File: src/rtl/uart_tx_scheduler.sv
// Round-robin arbiter feeding one shared UART shift register.
// Latches byte and frame config, strobes send, waits for done.
module uart_tx_scheduler #(
  parameter int NUM_REQ        = 4,
  parameter int ID_W           = 2,
  parameter int TIMEOUT_CYCLES = 64,
  parameter int GAP_CYCLES     = 1
) (
  input  logic                 baud_out,
  input  logic                 rst_n,
  input  logic [NUM_REQ-1:0]   req_valid,
  input  logic [8*NUM_REQ-1:0] req_data,
  output logic [NUM_REQ-1:0]   req_ready,
  output logic [NUM_REQ-1:0]   req_done,
  input  logic [1:0]           cfg_parity_type,
  input  logic                 cfg_stop_bits,
  input  logic                 cfg_data_lenth,
  output logic [7:0]           tx_data,
  output logic [1:0]           parity_type,
  output logic                 stop_bits,
  output logic                 data_lenth,
  output logic                 send,
  input  logic                 tx_active,
  input  logic                 tx_done,
  output logic [ID_W-1:0]      grant_id,
  output logic                 busy,
  output logic                 timeout_err
);

  typedef enum logic [2:0] {
    S_IDLE,
    S_LOAD,
    S_SEND,
    S_WAIT,
    S_GAP
  } state_t;

  localparam logic [15:0] WD_LAST  = 16'(TIMEOUT_CYCLES - 1);
  localparam logic [7:0]  GAP_LAST =
    (GAP_CYCLES > 0) ? 8'(GAP_CYCLES - 1) : 8'd0;
  localparam logic [NUM_REQ-1:0] ONE = NUM_REQ'(1);

  state_t              r_state, w_nxt;
  logic [ID_W-1:0]     r_grant, w_grant;
  logic [ID_W-1:0]     r_last, w_last;
  logic [15:0]         r_wd, w_wd;
  logic [7:0]          r_gap, w_gap;
  logic [NUM_REQ-1:0]  r_ready, w_ready;
  logic [NUM_REQ-1:0]  r_done, w_done;
  logic [7:0]          r_data, w_data;
  logic [1:0]          r_par, w_par;
  logic                r_stop, w_stop;
  logic                r_len, w_len;
  logic                r_send, w_send;
  logic                r_busy, w_busy;
  logic                r_tmo, w_tmo;
  logic                w_any;
  logic [ID_W-1:0]     w_pick;
  logic                w_unused;

  // Busy indication from the shift register is not needed to sequence.
  assign w_unused = tx_active;

  always_comb begin
    logic [ID_W-1:0] idx;
    w_any  = 1'b0;
    w_pick = '0;
    idx    = '0;
    for (int i = 1; i <= NUM_REQ; i++) begin
      idx = r_last + ID_W'(i);
      if (!w_any && req_valid[idx]) begin
        w_any  = 1'b1;
        w_pick = idx;
      end
    end
  end

  always_comb begin
    w_nxt   = r_state;
    w_grant = r_grant;
    w_last  = r_last;
    w_wd    = r_wd;
    w_gap   = r_gap;
    w_ready = '0;
    w_done  = '0;
    w_data  = r_data;
    w_par   = r_par;
    w_stop  = r_stop;
    w_len   = r_len;
    w_send  = 1'b1;
    w_tmo   = 1'b0;
    unique case (r_state)
      S_IDLE: begin
        if (w_any) begin
          w_grant = w_pick;
          w_ready = ONE << w_pick;
          w_nxt   = S_LOAD;
        end
      end
      S_LOAD: begin
        w_data = req_data[r_grant*8 +: 8];
        w_par  = cfg_parity_type;
        w_stop = cfg_stop_bits;
        w_len  = cfg_data_lenth;
        w_last = r_grant;
        w_send = 1'b0;
        w_nxt  = S_SEND;
      end
      S_SEND: begin
        w_wd  = '0;
        w_nxt = S_WAIT;
      end
      S_WAIT: begin
        if (tx_done || r_wd == WD_LAST) begin
          w_done = ONE << r_grant;
          w_tmo  = !tx_done;
          w_gap  = '0;
          if (GAP_CYCLES == 0) w_nxt = S_IDLE;
          else w_nxt = S_GAP;
        end else begin
          w_wd = r_wd + 16'd1;
        end
      end
      S_GAP: begin
        if (r_gap == GAP_LAST) w_nxt = S_IDLE;
        else w_gap = r_gap + 8'd1;
      end
      default: w_nxt = S_IDLE;
    endcase
    w_busy = (w_nxt != S_IDLE);
  end

  always_ff @(posedge baud_out or negedge rst_n) begin
    if (!rst_n) begin
      r_state <= S_IDLE;
      r_grant <= '0;
      r_last  <= ID_W'(NUM_REQ - 1);
      r_wd    <= '0;
      r_gap   <= '0;
      r_ready <= '0;
      r_done  <= '0;
      r_data  <= '0;
      r_par   <= '0;
      r_stop  <= 1'b0;
      r_len   <= 1'b0;
      r_send  <= 1'b1;
      r_busy  <= 1'b0;
      r_tmo   <= 1'b0;
    end else begin
      r_state <= w_nxt;
      r_grant <= w_grant;
      r_last  <= w_last;
      r_wd    <= w_wd;
      r_gap   <= w_gap;
      r_ready <= w_ready;
      r_done  <= w_done;
      r_data  <= w_data;
      r_par   <= w_par;
      r_stop  <= w_stop;
      r_len   <= w_len;
      r_send  <= w_send;
      r_busy  <= w_busy;
      r_tmo   <= w_tmo;
    end
  end

  assign req_ready   = r_ready;
  assign req_done    = r_done;
  assign tx_data     = r_data;
  assign parity_type = r_par;
  assign stop_bits   = r_stop;
  assign data_lenth  = r_len;
  assign send        = r_send;
  assign grant_id    = r_grant;
  assign busy        = r_busy;
  assign timeout_err = r_tmo;

endmodule

File: config.mk
export PLATFORM = sky130hd
export DESIGN_NAME = uart_tx_scheduler
export DESIGN_NICKNAME = d
export VERILOG_FILES = /design/src/rtl/uart_tx_scheduler.sv
export SDC_FILE = /design/constraint.sdc
export NUM_CORES = 1
export LEC_CHECK = 0
export CAP_MARGIN = 25
export CORE_ASPECT_RATIO = 2
export CORE_UTILIZATION = 40
export CTS_BUF_LIST = sky130_fd_sc_hd__clkbuf_4 sky130_fd_sc_hd__clkbuf_8 sky130_fd_sc_hd__clkbuf_16
export CTS_CLUSTER_DIAMETER = 50
export CTS_CLUSTER_SIZE = 14
export DETAILED_ROUTE_END_ITERATION = 12
export GPL_TIMING_DRIVEN = 0
export PLACE_DENSITY = 0.73
export SETUP_SLACK_MARGIN = 0.2
export SLEW_MARGIN = 20
export SYNTH_ARGS = -nofsm -noshare
export SYNTH_HDL_FRONTEND = slang
export SYNTH_SLANG_ARGS = --single-unit
File: constraint.sdc
create_clock -name baud_out -period 3 [get_ports baud_out]
set_input_delay 0.45 -clock baud_out [delete_from_list [all_inputs] [get_ports baud_out]]
set_output_delay 0.45 -clock baud_out [all_outputs]
set_load 0.02 [all_outputs]
Word level (Yosys, flattened, before mapping). Index checks and enable logic that the tools add are counted. Widths: inputs -> output; s select.

$add $sub $neg: 5. $lt $le $gt $ge: 4. Eq/ne operators: 8. Shifts and indexed selects: 3. Mux-type cells: 32. Reductions and logical operators: 16.

Operators by type and width (number): $pmux 16 s2 (1); $shiftx 32x6->8 (1); $add 16x1->16 const B (1); $eq 16x6->1 const B (1); $mux 16 (1); $mux 4 (4); $mux 8 (2); $pmux 8 s2 (1); $pmux 3 s5 (1); $lt 2x3->1 const B (4); $mux 1 (11); $mux 3 (3); $add 8x1->8 const B (1); $bmux 1 s2 (4); $logic_not 8->1 (1); $mux 2 (4); $shl 1x2->4 const A (2); $eq 3x2->1 const B (2); $ne 2x2->1 const B (3); $add 2x2->2 const B (2); $logic_not 1->1 (4); $reduce_and 2->1 (2); $reduce_bool 2->1 (2); $eq 3x1->1 const B (1); other kinds (7) (9).

Register bits after elaboration: 54. Output and inout port bits: 25.

Depth between registers and ports, before layout.
Depth in word-level cells: 16. Depth in mapped cells: 8. Gate-level depth less buffers: 8.

Worst setup path after synthesis. No wires, ideal clock.

Path type: reg2reg. From: reg r_gap[0]. To: reg r_busy (netlist: busy). Setup time: 131 ps. Data arrival time: 1911 ps. Data required time: 2869 ps. Setup slack: 958 ps. Cell stages (with the launch flop): 8. Path buffers: 0. Cells stage by stage: dfrtp_1 inv_1 ha_1 or4b_4 o41ai_4 o211a_4 inv_2 or3_1.

Word-level cells in the longest chain between the ends: 4.

RTL lines: start: declaration (line 47) `logic [7:0] r_gap, w_gap;`; start signal: assignment (line 154) `r_gap <= w_gap;`; $logic_not 8->1 (line 125) `if (r_gap == GAP_LAST) w_nxt = S_IDLE;`; $mux 3 (line 125); $pmux 3 s5 (line 92) `unique case (r_state)`; via w_nxt[2] (line 43) `state_t r_state, w_nxt;`; $reduce_bool 3->1 (line 130) `w_busy = (w_nxt != S_IDLE);`; via w_busy (line 55) `logic r_busy, w_busy;`; end signal: assignment (line 162) `r_busy <= w_busy;`; end: declaration (line 55).

The timed path passes the listed nets, and every way through them passes these cells. A chain may end at the register's enable or synchronous reset.

Final worst setup path. Ends and elaborated chain as after synthesis.

==> flow_metrics.tcl <==
set metrics [dict create \
    insertion_delay_ns 0.29 \
    cts_hold_buf 0 \
    cp_top_family "simple AND/OR/NAND/NOR gates" \
    drv_cap 0 \
    grt_first_pass_wirelength_um 10300 \
    min_period_ns 2.23 \
    cts.sinks 54 \
    timing.final.ws_setup_ns 0.770 \
    syn_area_mm2 0.00273 \
    ys_seq_area_share_pct 49.6 \
    path_buf_inv 2 \
    synth_seq_cells 54 \
    synth_top_area_cell "dfrtp_1" \
    regToRegStartpoint "r_gap[0]$_DFFE_PN0P_" \
    place_ws_ns 0.703 \
    core_area_mm2 0.00662 \
    finalHoldViolations 0 \
    synth_flop_cell "dfrtp_1" \
    cp_num_cells 7 \
    critPathMaxFanout 7 \
    via_count 2150 \
    layout.area.seq_mm2 0.00136 \
    crit_path_max_incr_delay_ns 0.46 \
    post_dp_cell_area_mm2 0.00351 \
    crit_path_start_kind "flop" \
    worstSetupEndpointType "flop" \
    clkSlewWorstSetupHoldPaths_ns 0.07 \
    diodes 0 \
    fin_tns_setup_ns 0 \
    peakVddDrop_mv 0.370 \
    syn_inst 255 \
    slowest_stage "or4b_4" \
    netlist_top_cells_area "dfrtp_1 47%, mux4_2 6.6%, nand2_1 5.5%" \
    ys_types 46 \
    overflow 0 \
    period_share_pct 74.3 \
    antenna_left 0 \
    rrSetupSlack_ns 0.77 \
    routedWlPerCell_um 14.7 \
    crit_chain "inv_1, ha_1, or4b_4, o41ai_4, o211a_4, inv_2, or3_1" \
    rsz0062_at_grt "false" \
    first_iter_violations 69 \
    r2r-end "busy$_DFF_PN0_" \
    mostFrequentLayoutCells "66 x clkdlybuf4s50_1, 51 x dfrtp_1, 40 x nand2_1, 20 x nor2_1, 14 x nand3_1" \
    grt_max_degree 55 \
    start_util_pct 41.3 \
    gp_congestion 0.829 \
    fin_skew_ns 0.00514 \
    drcViolationCount 0 \
    antenna_found_initial 0 \
    nFillCells 601 \
    slew_headroom_pct 45.4 \
    rows 42 \
    power.density_mw_per_mm2 773 \
    die_area_mm2 0.00719 \
    final_common_cell "clkdlybuf4s50_1" \
    async_reset_ff_share_pct 100 \
    slew_viol_final 0 \
    synth_edf_count 0 \
    routed_via_density 5.14 \
    status "finished, final reports clean" \
    cts_root_buf "clkbuf_16" \
    cp.arrival_ns 2.39 \
    die_y_um 119 \
    cts_tree "done" \
    multiInputGateArea_mm2 0.00132 \
    cts_inserted_buffers 5 \
    drt_first_pass_iters 4 \
    final_cell_area_mm2 0.00366 \
    holdWs_ns 0.186 \
    worstHoldPathType "primary input to async pin" \
    synth_top_area_share_pct 46.7 \
    routed_wl_um 6150 \
    first_global_vias 2239 \
    hpwlAfterDp_um 4560 \
    path_class "flop to flop" \
    yosys_warnings 0 \
    fp.dieW_um 60.5 \
    worst_pin_slew_ns 0.819 \
    drive_gt1_share_pct 12.1 \
    io_pins 69 \
    grt_util_all_layers_pct 18.9 \
    portBuffers 67 \
    power.total_w 0.00283 \
    setup_viol 0 \
    syn2layout_area_growth_pct 33.8 \
    cts_buffer_depth 2 \
    cts_max_level 2 \
    cts-resized-gates 0 \
    cp_data_required_time_ns 3.16 \
    rr_worst_depth 7 \
    power.leakage_nw 1.60 \
    timing.fmax_mhz 449 \
    synth_nets 302 \
    finalNetCount 376 \
    post_cts_buffers 0 \
    avgSynthCellArea_um2 10.7 \
]
==> cells in the mapped netlist (2+ instances only) <==
| cell | n |
|---|---|
| inv_1 | 5 |
| dfstp_2 | 3 |
| nor3b_1 | 2 |
| nand4_1 | 7 |
| nand3b_1 | 2 |
| or4b_1 | 2 |
| nor2b_1 | 3 |
| dfrtp_1 | 51 |
| nor3b_2 | 2 |
| or3_1 | 4 |
| nand3_1 | 14 |
| o21ai_0 | 13 |
| and3_1 | 9 |
| nand2b_1 | 3 |
| nand2_1 | 40 |
| mux2_2 | 6 |
| and2_1 | 2 |
| ha_1 | 3 |
| and3b_1 | 2 |
| mux4_2 | 8 |
| nor2_1 | 20 |
| nor3_1 | 3 |
| a21oi_1 | 10 |
| nor4_4 | 2 |
| xor2_1 | 13 |
| clkbuf_1 | 6 |
==> how the worst max path moves through the flow <==
stage / from / endpoint / slack (ns)
after floorplan: r_gap[0]$_DFFE_PN0P_ / busy$_DFF_PN0_ / 0.96
after global placement: rst_n / tx_data[7]$_DFFE_PN0N_ / -0.15
after detailed placement: tx_done / r_wd[13]$_DFFE_PN0P_ / 0.70
after CTS: r_gap[0]$_DFFE_PN0P_ / busy$_DFF_PN0_ / 0.77
after global routing: r_gap[0]$_DFFE_PN0P_ / busy$_DFF_PN0_ / 0.69
final: r_gap[0]$_DFFE_PN0P_ / busy$_DFF_PN0_ / 0.77
==> state kept, by name, summed over array words and instances (netlist names) <==
signal       flops
timeout_err      1
grant_id         2
r_last           2
r_state          3
busy             1
req_ready        4
send             1
req_done         4
r_wd            16
parity_type      2
data_lenth       1
r_gap            8
tx_data          8
stop_bits        1
==> layer usage <==
| layer | global-route usage, % | part of all wire [%] | vias up |
|---|---|---|---|
| li1 | - | - | 1055 |
| met1 | 20.7 | 38 | 1058 |
| met2 | 34.3 | 58 | 27 |
| met3 | 3.37 | 2.0 | 10 |
| met4 | 7.24 | 2.5 | 0 |
| met5 | 0 | 0 | - |
==> per-stage QoR <==
step | cells | util, %
after floorplan | 255 | -
after global placement | 410 | 53.1
after detailed placement | 410 | 53.0
after CTS | 418 | 55.3
after global routing | 418 | 55.3
final | 418 | 55.3
==> kinds of logic after synthesis <==
family	count (synthesis)	synth area share, %
multiplexers	14	9.06
AND/OR/NAND/NOR	126	26.2
flip-flops	54	49.6
XOR/XNOR	13	4.16
buffers and inverters	15	2.24
adder cells (fa/ha/maj)	3	1.37
AO/OA/AOI/OAI	30	7.37
==> layout make-up <==
cell class                      count  share of cell area (%)
Sequential cell                    54                    37.0
Multi-Input combinational cell    186                    36.0
Timing Repair Buffer               67                    18.3
Clock buffer                        6                    3.63
Tap cell                           88                    3.01
Buffer                              8                   0.958
Inverter                            7                   0.718
Clock inverter                      2                   0.376
==> power by group <==
group          switching [W]  internal (W)
sequential          0.000121      0.000917
clock               0.000253      0.000319
combinational       0.000638      0.000582
Note: power is estimated with default switching activity, not from simulation.
